==> src/rtl/span_walker_pkg.sv <==
// Shared pipeline package: setup-record and span-record layouts, field widths,
// walker FSM encodings and the saturation helpers used when packing spans.
package span_walker_pkg;

    localparam int unsigned CmdW   = 8;
    localparam int unsigned CoordW = 6;
    localparam int unsigned FracW  = 6;
    localparam int unsigned SlopeW = 13;  // s6.6
    localparam int unsigned Z1W    = 10;
    localparam int unsigned ZW     = 17;  // s10.6
    localparam int unsigned R1W    = 5;
    localparam int unsigned RW     = 12;  // s5.6
    localparam int unsigned G1W    = 6;
    localparam int unsigned GW     = 13;  // s6.6
    localparam int unsigned B1W    = 5;
    localparam int unsigned BW     = 12;  // s5.6

    // Accumulators carry one extra integer bit over their output field.
    localparam int unsigned XAccW = SlopeW + 1;
    localparam int unsigned ZAccW = ZW + 1;
    localparam int unsigned RAccW = RW + 1;
    localparam int unsigned GAccW = GW + 1;
    localparam int unsigned BAccW = BW + 1;

    // Field order is MSB first; the packed layout fixes every bit offset.
    typedef struct packed {
        logic [CmdW-1:0]   command;
        logic [CoordW-1:0] x1, x2, x3;
        logic [CoordW-1:0] y1, y2, y3;
        logic [SlopeW-1:0] m1, m2, m3;
        logic [Z1W-1:0]    z1;
        logic [ZW-1:0]     mz, nz;
        logic [R1W-1:0]    r1;
        logic [RW-1:0]     mr, nr;
        logic [G1W-1:0]    g1;
        logic [GW-1:0]     mg, ng;
        logic [B1W-1:0]    b1;
        logic [BW-1:0]     mb, nb;
    } tri_rec_t;

    typedef struct packed {
        logic [CmdW-1:0]   command;
        logic [CoordW-1:0] y;
        logic [CoordW-1:0] xs;
        logic [CoordW-1:0] xe;
        logic              ldir;
        logic [ZW-1:0]     z;
        logic [RW-1:0]     r;
        logic [GW-1:0]     g;
        logic [BW-1:0]     b;
        logic [ZW-1:0]     nz;
        logic [RW-1:0]     nr;
        logic [GW-1:0]     ng;
        logic [BW-1:0]     nb;
    } span_rec_t;

    localparam int unsigned TriWidth  = $bits(tri_rec_t);
    localparam int unsigned SpanWidth = $bits(span_rec_t);

    localparam logic [0:0] StIdle = 1'b0;
    localparam logic [0:0] StRow  = 1'b1;

    function automatic int sat_field(int v, int w);
        int hi;
        int lo;
        hi = (1 << (w - 1)) - 1;
        lo = -hi - 1;
        if (v > hi) return hi;
        if (v < lo) return lo;
        return v;
    endfunction

    // Floor of an s7.6 edge position, clamped to the 0..63 screen range.
    function automatic logic [CoordW-1:0] x_sat(logic [XAccW-1:0] acc);
        if (acc[XAccW-1]) return '0;
        if (acc[XAccW-2]) return '1;
        return acc[XAccW-3:FracW];
    endfunction

endpackage

==> src/rtl/span_walker_if.sv <==
// Setup-record FIFO read port and span FIFO write port of the span walker.
interface span_walker_if;
    import span_walker_pkg::*;

    logic [TriWidth-1:0]  triangle_data;
    logic                 triangle_empty;
    logic                 triangle_pull;
    logic [SpanWidth-1:0] span_data;
    logic                 span_full;
    logic                 span_push;

    modport master (
        input  triangle_data, triangle_empty, span_full,
        output triangle_pull, span_data, span_push
    );

    modport slave (
        output triangle_data, triangle_empty, span_full,
        input  triangle_pull, span_data, span_push
    );
endinterface

==> src/rtl/edge_acc.sv <==
// Fixed-point DDA accumulator: load a start value, then per advance either add
// the step or jump to a reload value.
module edge_acc #(
    parameter int unsigned Width = 14
) (
    input  logic             clk,
    input  logic             rst,
    input  logic             load_i,
    input  logic [Width-1:0] load_val_i,
    input  logic             advance_i,
    input  logic [Width-1:0] step_i,
    input  logic             reload_i,
    input  logic [Width-1:0] reload_val_i,
    output logic [Width-1:0] acc_o
);
    logic [Width-1:0] acc_q;

    always_ff @(posedge clk) begin
        if (rst) begin
            acc_q <= '0;
        end else if (load_i) begin
            acc_q <= load_val_i;
        end else if (advance_i) begin
            acc_q <= reload_i ? reload_val_i : acc_q + step_i;
        end
    end

    assign acc_o = acc_q;
endmodule

==> src/rtl/span_walker.sv <==
// Walks a set-up triangle row by row from y1 to y3, emitting one span record
// per row with edge extents and long-edge attribute values.
module span_walker
    import span_walker_pkg::*;
(
    input logic          clk,
    input logic          rst,
    span_walker_if.master bus
);
    tri_rec_t          tri_in, rec_q;
    span_rec_t         span;
    logic [0:0]        state_q;
    logic [CoordW-1:0] y_q, y_next;
    logic              use_m3_q;
    logic              pull, push, last_row, reload_short;

    logic [XAccW-1:0]  long_x, short_x, short_step, short_load;
    logic [ZAccW-1:0]  z_acc;
    logic [RAccW-1:0]  r_acc;
    logic [GAccW-1:0]  g_acc;
    logic [BAccW-1:0]  b_acc;
    logic [CoordW-1:0] long_i, short_i;
    logic              unused_fields;

    assign tri_in = tri_rec_t'(bus.triangle_data);

    // Reset gates both strobes so a pending record is not consumed mid-reset.
    assign pull = (state_q == StIdle) && !bus.triangle_empty && !rst;
    assign push = (state_q == StRow) && !bus.span_full && !rst;
    assign bus.triangle_pull = pull;
    assign bus.span_push     = push;

    assign y_next       = y_q + 1'b1;
    assign last_row     = (y_q == rec_q.y3);
    assign reload_short = (y_next == rec_q.y2);

    always_ff @(posedge clk) begin
        if (rst) begin
            state_q  <= StIdle;
            y_q      <= '0;
            use_m3_q <= 1'b0;
            rec_q    <= '0;
        end else if (pull) begin
            rec_q    <= tri_in;
            y_q      <= tri_in.y1;
            use_m3_q <= (tri_in.y1 == tri_in.y2);
            state_q  <= (tri_in.y1 == tri_in.y3) ? StIdle : StRow;
        end else if (push) begin
            if (last_row) begin
                state_q <= StIdle;
            end else begin
                y_q <= y_next;
                if (reload_short) use_m3_q <= 1'b1;
            end
        end
    end

    // A flat-top triangle starts the short edge at x2 already on its m3 slope.
    assign short_load = XAccW'({(tri_in.y1 == tri_in.y2) ? tri_in.x2 : tri_in.x1,
                                {FracW{1'b0}}});
    assign short_step = use_m3_q ? {rec_q.m3[SlopeW-1], rec_q.m3}
                                 : {rec_q.m2[SlopeW-1], rec_q.m2};

    edge_acc #(.Width(XAccW)) u_long_x (
        .clk(clk), .rst(rst), .load_i(pull),
        .load_val_i(XAccW'({tri_in.x1, {FracW{1'b0}}})),
        .advance_i(push), .step_i({rec_q.m1[SlopeW-1], rec_q.m1}),
        .reload_i(1'b0), .reload_val_i('0), .acc_o(long_x)
    );

    edge_acc #(.Width(XAccW)) u_short_x (
        .clk(clk), .rst(rst), .load_i(pull), .load_val_i(short_load),
        .advance_i(push), .step_i(short_step),
        .reload_i(reload_short), .reload_val_i(XAccW'({rec_q.x2, {FracW{1'b0}}})),
        .acc_o(short_x)
    );

    edge_acc #(.Width(ZAccW)) u_z (
        .clk(clk), .rst(rst), .load_i(pull),
        .load_val_i(ZAccW'({tri_in.z1, {FracW{1'b0}}})),
        .advance_i(push), .step_i({rec_q.mz[ZW-1], rec_q.mz}),
        .reload_i(1'b0), .reload_val_i('0), .acc_o(z_acc)
    );

    edge_acc #(.Width(RAccW)) u_r (
        .clk(clk), .rst(rst), .load_i(pull),
        .load_val_i(RAccW'({tri_in.r1, {FracW{1'b0}}})),
        .advance_i(push), .step_i({rec_q.mr[RW-1], rec_q.mr}),
        .reload_i(1'b0), .reload_val_i('0), .acc_o(r_acc)
    );

    edge_acc #(.Width(GAccW)) u_g (
        .clk(clk), .rst(rst), .load_i(pull),
        .load_val_i(GAccW'({tri_in.g1, {FracW{1'b0}}})),
        .advance_i(push), .step_i({rec_q.mg[GW-1], rec_q.mg}),
        .reload_i(1'b0), .reload_val_i('0), .acc_o(g_acc)
    );

    edge_acc #(.Width(BAccW)) u_b (
        .clk(clk), .rst(rst), .load_i(pull),
        .load_val_i(BAccW'({tri_in.b1, {FracW{1'b0}}})),
        .advance_i(push), .step_i({rec_q.mb[BW-1], rec_q.mb}),
        .reload_i(1'b0), .reload_val_i('0), .acc_o(b_acc)
    );

    assign long_i  = x_sat(long_x);
    assign short_i = x_sat(short_x);

    always_comb begin
        span = '0;
        if (state_q == StRow && !rst) begin
            span.command = rec_q.command;
            span.y       = y_q;
            span.xs      = (long_i <= short_i) ? long_i : short_i;
            span.xe      = (long_i <= short_i) ? short_i : long_i;
            span.ldir    = ($signed(long_x) <= $signed(short_x));
            span.z       = ZW'(sat_field(int'($signed(z_acc)), ZW));
            span.r       = RW'(sat_field(int'($signed(r_acc)), RW));
            span.g       = GW'(sat_field(int'($signed(g_acc)), GW));
            span.b       = BW'(sat_field(int'($signed(b_acc)), BW));
            span.nz      = rec_q.nz;
            span.nr      = rec_q.nr;
            span.ng      = rec_q.ng;
            span.nb      = rec_q.nb;
        end
    end

    assign bus.span_data = span;

    // Start values are taken straight from the input record; x3 is implied by slopes.
    assign unused_fields = ^{tri_in.x3, rec_q.x1, rec_q.x3, rec_q.y1, rec_q.z1,
                             rec_q.r1, rec_q.g1, rec_q.b1};
endmodule

==> src/flat_wrapper.sv <==
// flat-port wrapper written by rule: the top's interface ports become plain ports
module span_walker_flat import span_walker_pkg::*;
  (clk, rst, bus_triangle_data, bus_triangle_empty, bus_span_full, bus_triangle_pull, bus_span_data, bus_span_push);
  span_walker_if bus_i ();
  input logic clk;
  input logic rst;
  input wire logic [$bits(bus_i.triangle_data)-1:0] bus_triangle_data;
  input wire logic [$bits(bus_i.triangle_empty)-1:0] bus_triangle_empty;
  input wire logic [$bits(bus_i.span_full)-1:0] bus_span_full;
  output wire logic [$bits(bus_i.triangle_pull)-1:0] bus_triangle_pull;
  output wire logic [$bits(bus_i.span_data)-1:0] bus_span_data;
  output wire logic [$bits(bus_i.span_push)-1:0] bus_span_push;
  assign bus_i.triangle_data = bus_triangle_data;
  assign bus_i.triangle_empty = bus_triangle_empty;
  assign bus_i.span_full = bus_span_full;
  assign bus_triangle_pull = bus_i.triangle_pull;
  assign bus_span_data = bus_i.span_data;
  assign bus_span_push = bus_i.span_push;
  span_walker u_core (.clk(clk), .rst(rst), .bus(bus_i));
endmodule
==> config.mk <==
export PLATFORM = sky130hd
export DESIGN_NAME = span_walker_flat
export DESIGN_NICKNAME = d
export VERILOG_FILES = /design/src/rtl/span_walker_pkg.sv /design/src/rtl/span_walker_if.sv /design/src/rtl/edge_acc.sv /design/src/rtl/span_walker.sv /design/src/flat_wrapper.sv
export SDC_FILE = /design/constraint.sdc
export NUM_CORES = 1
export LEC_CHECK = 0
export ABC_CLOCK_PERIOD_IN_PS = 8500
export BUFFER_PORTS_ARGS = -buffer_cell sky130_fd_sc_hd__buf_4
export CAP_MARGIN = 30
export CELL_PAD_IN_SITES_DETAIL_PLACEMENT = 1
export CELL_PAD_IN_SITES_GLOBAL_PLACEMENT = 2
export CORE_MARGIN = 2
export CORE_UTILIZATION = 34
export CTS_CLUSTER_SIZE = 14
export DETAILED_ROUTE_END_ITERATION = 8
export PLACE_DENSITY_LB_ADDON = 0.2
export SETUP_SLACK_MARGIN = 0.4
export SKIP_CTS_REPAIR_TIMING = 1
export SYNTH_ARGS = -nofsm -noshare
export SYNTH_HDL_FRONTEND = slang
export SYNTH_HIERARCHICAL = 1
export SYNTH_SLANG_ARGS = --single-unit
==> constraint.sdc <==
create_clock -name clk -period 8.5 [get_ports clk]
set_input_delay 0.85 -clock clk [delete_from_list [all_inputs] [get_ports clk]]
set_output_delay 0.85 -clock clk [all_outputs]
set_load 0.03 [all_outputs]
==> results.cfg, run 1 <==
[run_status]
status = completed

[min_path]
min_path_type = flip-flop to flip-flop
min_path_cells = 2
hp-start = u_core/rec_q[39]$_SDFFE_PP0P_
min_to = u_core/rec_q[39]$_SDFFE_PP0P_

[global_routing]
grt_max_degree = 140
grt_pass1_vias = 19170
antenna_found_initial = 2
overflow = 0
grt_pass1_wl_mm = 102
grt_usage_pct = 23.3

[timing]
hold_slack_ps = 450
slew_headroom_pct = 41.9
setup_tns_ps = 0
post-route-min-period_ps = 4240
worstMarginPinSlew_ps = 872
fmax_mhz = 236
rsz0062_at_grt = false
skew_ps = 27.7
finalMaxSlewViolations = 0
fin_crit_sh_pct = 49.8
final_hold_viol_count = 0
post-route-worst-setup-slack_ps = 4260
setup_violations = 0

[floorplanning]
die_area_sq_um = 54200
start_util_pct = 34.6
core_sq_um = 51500
rows = 83
dieHeight_microns = 233
die-width_microns = 233
io_pins = 358

[yosys]
yosysSeqAreaShare_pct = 30.0
synth_area_sq_um = 17800
synth-main-ff-cell = dfxtp_1
synth_top_area_share_pct = 30.0
async_flop_share_pct = 0
ys_warn_count = 6
synth.distinct_cells = 88
synth_top_cells_by_area = dfxtp_1 30%, a21oi_1 11%, nand2_1 9.7%
synth_top_cell_by_area = dfxtp_1
synth_edf_count = 0
ys_ff_latch = 267
synth_area_per_cell_sq_um = 7.39
synthCells = 2412

[place]
dp_hpwl_mm = 45.9
port_buffers = 351
dpl_worst_slack_ps = 4420
globalplace.congestion = 0.860
place_inst = 3438

[routing]
avgRoutedWirePerCell_microns = 18.3
dr.pass1.iters = 5
antenna_left = 0
viasPerCell = 5.26
wl_mm = 64.0
drc = 0
drt_iter0_drc = 930
vias = 18436

[final_layout]
final_cells = 3505
drive_above_1_share_pct = 18.3
utilization_pct = 43.6
nets = 3124
nFillCells = 6464
area_growth_pct = 26.2

[setup_path]
endpoint_kind = output pin
cp_data_required_time_ps = 7650
start_kind = flip-flop
r2r_end = u_core/u_g/acc_o[11]$_SDFFE_PP0P_
timing.reg2reg.worst_path_depth = 6
r2r_start = u_core/state_q$_SDFFE_PP0P_
cp.arrival_ps = 3390
worstPathMaxFanout = 10
path_class = flip-flop to output pin
r2r_setup_slack_ps = 5020

[job]
drv_cap = 0

[clock_tree]
cts_tree = done
clockBufferDepth = 3
cts_buffers = 36
clkSinkCount = 267
path_clk_slew_ps = 60
clock-root-buffer = clkbuf_16
insertion_delay_ps = 560
htree_levels = 2

[power]
irDropWorstVdd_mv = 0.128
leakage_nw = 9.37
powerDensity_nw_per_um2 = 169
## critical path, cell delays in order (launching register included)
cell and delay, ps:
dfxtp_1 570, nor2_1 60, or2_2 310, inv_1 70
ha_1 250, and4_1 220, and3_1 180, a31oi_1 280
buf_4 250, mux2_2 340, nor2_1 110, buf_4 190
## cell usage in the layout, fill, tap and decap left out, types with 14 or more instances in the layout
cell	count
nand2_1	459
a21oi_1	394
buf_4	369
dfxtp_1	267
nor2_1	153
conb_1	144
ha_1	101
nand3_1	89
o21ai_0	83
and2_1	71
nand2b_1	58
inv_1	48
xnor2_1	47
clkbuf_16	37
mux2_2	34
a21o_1	31
a211oi_1	31
mux2i_1	27
a221oi_1	27
nor3_1	26
xor2_1	23
o22ai_1	20
a31oi_1	18
nand4_1	16
and3_1	14
## flip-flops by register name (all words and copies together) (netlist names), 6 cells and up
signal                  count
u_core/rec_q              173
u_core/u_b/acc_o           13
u_core/u_g/acc_o           14
u_core/u_long_x/acc_o      14
u_core/u_r/acc_o           13
u_core/u_short_x/acc_o     14
u_core/u_z/acc_o           18
u_core/y_q                  6
## stage by stage
stage               area (sq um)  power, W
finish                     22500   0.00380
global route               22500   0.00403
CTS                        22500   0.00386
detailed placement         21400   0.00237
global placement           21400   0.00233
floorplan                  18400   0.00206
## synth_stat cells, types with 47 or more instances
library cell  number
a21oi_1          394
ha_1             101
inv_1             48
nand2_1          459
xnor2_1           47
nand2b_1          59
dfxtp_1          267
clkbuf_1         116
and2_1            71
nor2_1           155
nand3_1           89
o21ai_0           83
## worst max path at each step
| stage | depth (start not counted) | endpoint | start | slack, ps |
|---|---|---|---|---|
| 4_1_cts | 11 | bus_span_data[112] | u_core/u_long_x/acc_o[12]$_SDFFE_PP0P_ | 4200 |
| 5_1_grt | 11 | bus_span_data[112] | u_core/u_long_x/acc_o[12]$_SDFFE_PP0P_ | 4030 |
| 2_1_floorplan | 10 | u_core/u_long_x/acc_o[8]$_SDFFE_PP0P_ | bus_triangle_empty | 4680 |
| 6_report | 11 | bus_span_data[112] | u_core/u_long_x/acc_o[12]$_SDFFE_PP0P_ | 4260 |
| 3_5_place_dp | 7 | u_core/u_g/acc_o[11]$_SDFFE_PP0P_ | rst | 4420 |
| 3_3_place_gp | 7 | u_core/u_g/acc_o[7]$_SDFFE_PP0P_ | rst | 4550 |
## cell families (layout without fill, tap and decap cells)
logic type / count (synthesis) / after routing / share of synthesized area, %
buf+inv: 216 / 484 / 4.88
compound gates: 711 / 711 / 24.1
other cells: 1 / 146 / 0.0210
flops: 267 / 267 / 30.0
xor+xnor: 72 / 72 / 3.62
simple gates: 974 / 974 / 25.8
mux: 64 / 64 / 3.86
fa+ha+maj: 107 / 107 / 7.77
## metal layers
metal | global-route usage (%) | vias up | share of wire (%)
met5 | 0 | - | 0.025
met4 | 7.11 | 2 | 2.4
met3 | 4.22 | 91 | 4.9
met2 | 40.4 | 352 | 48
met1 | 29.1 | 8844 | 44
li1 | - | 9147 | -
## layout make-up
cell class	count	area, sq um	area share [%]
Sequential cell	267	5350	23.8
Clock inverter	10	60.1	0.267
Multi-Input combinational cell	2072	12200	54.2
Inverter	48	180	0.802
Tap cell	680	851	3.79
Timing Repair Buffer	371	2810	12.5
Antenna cell	2	5.00	0.0223
Clock buffer	55	1050	4.69
## report_power, final
| part | internal (W) | leakage [nW] | total [W] | switching, W |
|---|---|---|---|---|
| Combinational | 0.000368 | 6.63 | 0.000913 | 0.000546 |
| Sequential | 0.00134 | 2.19 | 0.00143 | 0.0000864 |
| Clock | 0.000855 | 0.550 | 0.00146 | 0.000605 |
No activity file was read; power rests on OpenSTA's default activity.
==> run 2: changes to the inputs <==
Settings changed: ABC_AREA set to 1, ABC_CLOCK_PERIOD_IN_PS 8500 to 4100, CORE_UTILIZATION 34 to 30.
Clock period 8.5 ns to 4.1 ns, I/O delays scaled along.
==> run 2 against run 1 <==
Compared with the run above:
- non-clock buffer count shrank 1
- critical path depth grew 2
- sequential power up 110%
- largest cell class unchanged
==> results.cfg, run 2 <==
[routing]
drc = 0
wl_mm = 67.7
viasPerCell = 4.78
drt_iter0_drc = 680
dr.pass1.iters = 5
vias = 19340
antenna_left = 0
avgRoutedWirePerCell_microns = 16.7

[yosys]
ys_ff_latch = 267
ys_warn_count = 6
synth.distinct_cells = 42
synth_top_cells_by_area = dfxtp_1 30%, nor2_1 12%, nand2_1 11%
synth-main-ff-cell = dfxtp_1
async_flop_share_pct = 0
yosysSeqAreaShare_pct = 29.9
synthCells = 2815
synth_area_per_cell_sq_um = 6.35
synth_area_sq_um = 17900
synth_top_area_share_pct = 29.9
synth_top_cell_by_area = dfxtp_1
synth_edf_count = 0
synthTopCellsByCount = 588 x nor2_1, 528 x nand2_1, 318 x inv_1
synth_most_common_cell = nor2_1

[final_layout]
nets = 3576
area_growth_pct = 28.3
diodes = 0
drive_above_1_share_pct = 15.9
final_cell_mix = 588 x nor2_1, 527 x nand2_1, 366 x buf_4
largest_reg_flops = 173
utilization_pct = 38.9
final_common_cell = nor2_1
largest-register = u_core/rec_q

[clock_tree]
htree_levels = 2
clkSinkCount = 267
clockBufferDepth = 3
path_clk_slew_ps = 60
cts_buffers = 37
cts_tree = done
insertion_delay_ps = 560
clock-root-buffer = clkbuf_16

[setup_path]
critPathMostFrequentCell = nor2_1
worstPathMaxFanout = 13
path_class = flip-flop to output pin
cp_data_required_time_ps = 3690
crit_chain = inv_1 > a21oi_1 > inv_1 > ha_1 > nand2_1 > nor2_1 > o21ai_1 > o211ai_1 > nand2_1 > inv_4 > nor2_1 > nor2_1 > buf_4
crit_start = u_core/u_short_x/acc_o[9]$_SDFFE_PP0P_
r2r_start = u_core/use_m3_q$_SDFFE_PP0P_
endpoint_kind = output pin
start_kind = flip-flop
cp.arrival_ps = 2990
slowest_delay_ps = 430
cp_slowest_cell = dfxtp_1

[floorplanning]
core_sq_um = 59000
io_pins = 358
die_area_sq_um = 61600
rows = 89
die-width_microns = 248
start_util_pct = 30.3
dieHeight_microns = 248

[power]
fin_total_pwr_w = 0.00866
leakage_nw = 11.3
irDropWorstVdd_mv = 0.278
powerDensity_nw_per_um2 = 377

[timing]
setup_tns_ps = 0
final_hold_viol_count = 0
fmax_mhz = 294
skew_ps = 14.9
setup_violations = 0
fin_crit_sh_pct = 83.0
post-route-min-period_ps = 3400
finalMaxSlewViolations = 0
slew_headroom_pct = 31.8
rsz0062_at_grt = false
worstMarginPinSlew_ps = 1020
post-route-worst-setup-slack_ps = 696

[global_routing]
grt_pass1_vias = 19709
grt_max_degree = 128
grt_usage_pct = 21.7
grt_pass1_wl_mm = 107
antenna_found_initial = 0
overflow = 0

[place]
dp_hpwl_mm = 50.7
port_buffers = 351
globalplace.congestion = 0.875
dpl_worst_slack_ps = 1200

[min_path]
hp-start = bus_triangle_data[16]
min_path_type = input port to flip-flop

[job]
drv_cap = 0

[run_status]
status = completed
## run 2: cell types whose count changed in the layout (fill, tap and decap cells not counted), sizes merged, moves of 59 or more
cell,delta
a21oi,-174
a22oi,+62
and2,-70
inv,+294
nand2,+87
nand2b,-59
nor2,+452
o21ai,+95
## run 2: stage by stage
step | hold slack, ps | cell area (sq um) | std cells
2_1_floorplan | 424 | 18500 | 2966
3_3_place_gp | 439 | 21600 | 3979
3_5_place_dp | 449 | 21600 | 3980
4_1_cts | 50.7 | 22900 | 4045
5_1_grt | 66.1 | 22900 | 4047
6_report | 78.6 | 22900 | 4047
## run 2: final cells by class
cell class,instances,area [sq um]
fill,7693,36100
multi-input combinational,2224,11200
clock inverter,15,201
tap,773,967
clock buffer,50,1080
inverter,348,1320
timing repair buffer,370,2830
sequential,267,5350
## run 2: final timing paths
kind	slack (ps)	depth (start not counted)	endpoint
setup reg to reg	1250	10	u_core/u_short_x/acc_o[8]$_SDFFE_PP0P_
hold reg to reg	450	2	u_core/rec_q[2]$_SDFFE_PP0P_
hold / removal	80	3	u_core/rec_q[16]$_SDFFE_PP0P_
setup / recovery	700	13	bus_span_data[109]
## run 2: logic make-up after synthesis
kind of cell             after synthesis  share of synthesized area, %
AND/OR/NAND/NOR                     1344                          30.9
AO/OA/AOI/OAI                        575                          18.4
buffers and inverters                475                          10.8
flip-flops                           267                          29.9
adder cells (fa/ha/maj)              107                          7.74
XOR/XNOR                              46                          2.25
other                                  1                        0.0210
## run 2: power breakdown
part | internal, W | switching (W)
Combinational | 0.000803 | 0.00140
Sequential | 0.00284 | 0.000199
Clock | 0.00211 | 0.00131
Total | 0.00575 | 0.00291
## run 2: per-layer routing
metal / track usage [%] / routed length (microns)
met3: 2.66 / 2690
met2: 38.0 / 32400
met1: 28.4 / 31400
met4: 4.73 / 1160
met5: 0 / 0
## run 2: worst max-delay path, delay by kind of cell (launching register included)
kind                     cells  cell delay (ps)
AND/OR/NAND/NOR              5              670
buffers and inverters        4              580
AO/OA/AOI/OAI                3              450
flip-flops                   1              430
adder cells (fa/ha/maj)      1              300
==> run 3: changes to the inputs <==
Settings changed: ABC_CLOCK_PERIOD_IN_PS 4100 to 3450.
Clock period 4.1 ns to 3.45 ns, I/O delays scaled along.
==> run 3 against run 2 <==
Compared with the run above:
- routed wire length increased by 0.85%
- via count barely moved
- largest power group unchanged
- clock-buffer cell count stayed put
- clock power up 8.2%
- clock skew is 9.0 ps higher
- core utilization about the same
- sequential share of layout area up 0.081 points
- register-to-register slack got worse by 300 ps
- combinational power is 24% higher
==> results.cfg, run 3 (synthesis gave the netlist of run 2 again) <==
[routing]
vias = 19341
antenna_left = 0
viasPerCell = 4.77
dr.pass1.iters = 5
drc = 0
wl_mm = 68.3
drt_iter0_drc = 802
avgRoutedWirePerCell_microns = 16.8

[floorplanning]
dieHeight_microns = 248
io_pins = 358
start_util_pct = 30.3
die-width_microns = 248
die_area_sq_um = 61600
rows = 89
core_sq_um = 59000

[timing]
finalMaxSlewViolations = 0
hold_slack_ps = 18.9
post-route-min-period_ps = 3000
setup_violations = 0
setup_tns_ps = 0
rsz0062_at_grt = true
skew_ps = 23.9
fin_crit_sh_pct = 87.0
final_hold_viol_count = 0
fmax_mhz = 333
slew_headroom_pct = 35.9
worstMarginPinSlew_ps = 955

[final_layout]
largest_reg_flops = 173
largest-register = u_core/rec_q
nets = 3585
area_growth_pct = 28.4
utilization_pct = 38.9
final_common_cell = nor2_1
final_cell_mix = 587 x nor2_1, 526 x nand2_1, 373 x buf_4
drive_above_1_share_pct = 16.5
diodes = 0
nFillCells = 7721

[setup_path]
path_class = flip-flop to output pin
r2r_setup_slack_ps = 950
cp.arrival_ps = 2660
r2r_end = u_core/u_short_x/acc_o[0]$_SDFFE_PP0P_
r2r_start = u_core/y_q[1]$_SDFFE_PP0P_
slowest_delay_ps = 360
path_buf_inv = 4
timing.reg2reg.worst_path_depth = 11
cp_slowest_cell = dfxtp_4
worstPathMaxFanout = 7
cp_data_required_time_ps = 3110
endpoint_kind = output pin
crit_chain = inv_4 > a21oi_4 > inv_1 > ha_1 > nand2_1 > nor2_2 > o21ai_1 > o211ai_1 > nand2_2 > buf_6 > o21ai_0 > nor2_1 > buf_4
critPathTopFamily = compound AO/OA/AOI/OAI gates
start_kind = flip-flop

[power]
combPwrFrac_pct = 27.1
fin_total_pwr_w = 0.0100
leakage_nw = 11.3
p_switching_w = 0.00344
switching_share_pct = 34.3
powerDensity_nw_per_um2 = 437
cell_internal_pwr_w = 0.00659
irDropWorstVdd_mv = 0.292
p_clk_share_pct = 36.8
p_seq_share_pct = 36.0

[global_routing]
overflow = 0
antenna_found_initial = 2
grt_pass1_wl_mm = 108
grt_max_degree = 152
grt_pass1_vias = 20186
grt_usage_pct = 21.9

[run_status]
status = completed

[job]
drv_cap = 0

[clock_tree]
path_clk_slew_ps = 60
insertion_delay_ps = 550
clock-root-buffer = clkbuf_16
cts_tree = done
cts_buffers = 37
clkSinkCount = 267
htree_levels = 2
clockBufferDepth = 3

[place]
globalplace.congestion = 0.880
dp_hpwl_mm = 50.5
port_buffers = 351

[min_path]
hp-start = bus_triangle_data[16]
min_to = u_core/rec_q[16]$_SDFFE_PP0P_
min_path_type = input port to flip-flop
min_path_cells = 3
==> run 3: power groups by stage <==
| stage | sequential [W] | combinational [W] | clock [W] |
|---|---|---|---|
| 3_5_place_dp | 0.00368 | 0.00262 | 0 |
| 3_3_place_gp | 0.00367 | 0.00255 | 0 |
| 4_1_cts | 0.00361 | 0.00263 | 0.00384 |
| 2_1_floorplan | 0.00356 | 0.00184 | 0 |
| 5_1_grt | 0.00365 | 0.00307 | 0.00396 |
| 6_report | 0.00361 | 0.00272 | 0.00370 |
==> run 3: worst register-to-register path: cells and delay by family, from the launching register on <==
| family | cells | cell delay [ps] |
|---|---|---|
| AND/OR/NAND/NOR | 8 | 1070 |
| flip-flops | 1 | 470 |
| buffers and inverters | 1 | 370 |
| adder cells (fa/ha/maj) | 1 | 310 |
| AO/OA/AOI/OAI | 1 | 210 |
==> run 3: worst max-delay path by stage <==
stage | start | to | slack, ps | cells past startpoint
after CTS | u_core/u_short_x/acc_o[12]$_SDFFE_PP0P_ | bus_span_data[110] | 40 | 13
after detailed placement | u_core/use_m3_q$_SDFFE_PP0P_ | u_core/u_short_x/acc_o[8]$_SDFFE_PP0P_ | 650 | 10
final | u_core/u_short_x/acc_o[12]$_SDFFE_PP0P_ | bus_span_data[109] | 450 | 13
after global placement | u_core/use_m3_q$_SDFFE_PP0P_ | u_core/u_short_x/acc_o[8]$_SDFFE_PP0P_ | 710 | 10
after floorplan | u_core/u_short_x/acc_o[12]$_SDFFE_PP0P_ | bus_span_data[111] | 1040 | 13
after global routing | u_core/u_short_x/acc_o[12]$_SDFFE_PP0P_ | bus_span_data[109] | 270 | 13
==> run 3: cell type report <==
cell class / instances / area, sq um / share of cell area, %
Sequential cell: 267 / 5370 / 23.4
Clock buffer: 50 / 1050 / 4.56
Tap cell: 773 / 967 / 4.21
Clock inverter: 13 / 106 / 0.463
Multi-Input combinational cell: 2225 / 11300 / 49.1
Timing Repair Buffer: 378 / 2880 / 12.5
Inverter: 348 / 1330 / 5.78
==> run 3: stage by stage <==
step	worst slack, ps	area [sq um]	instances
after floorplan	1040	18500	2966
after global placement	714	21600	3982
after detailed placement	650	21600	3982
after CTS	35.6	22800	4045
after global routing	270	23000	4054
final	448	23000	4054
==> run 3: routing by layer <==
layer  track usage (%)  wire length, microns  share of wire, %
met5                 0                    26             0.038
met3              2.75                  2500               3.7
met1              28.0                 31600                46
met2              39.1                 33000                48
met4              4.83                  1160               1.7
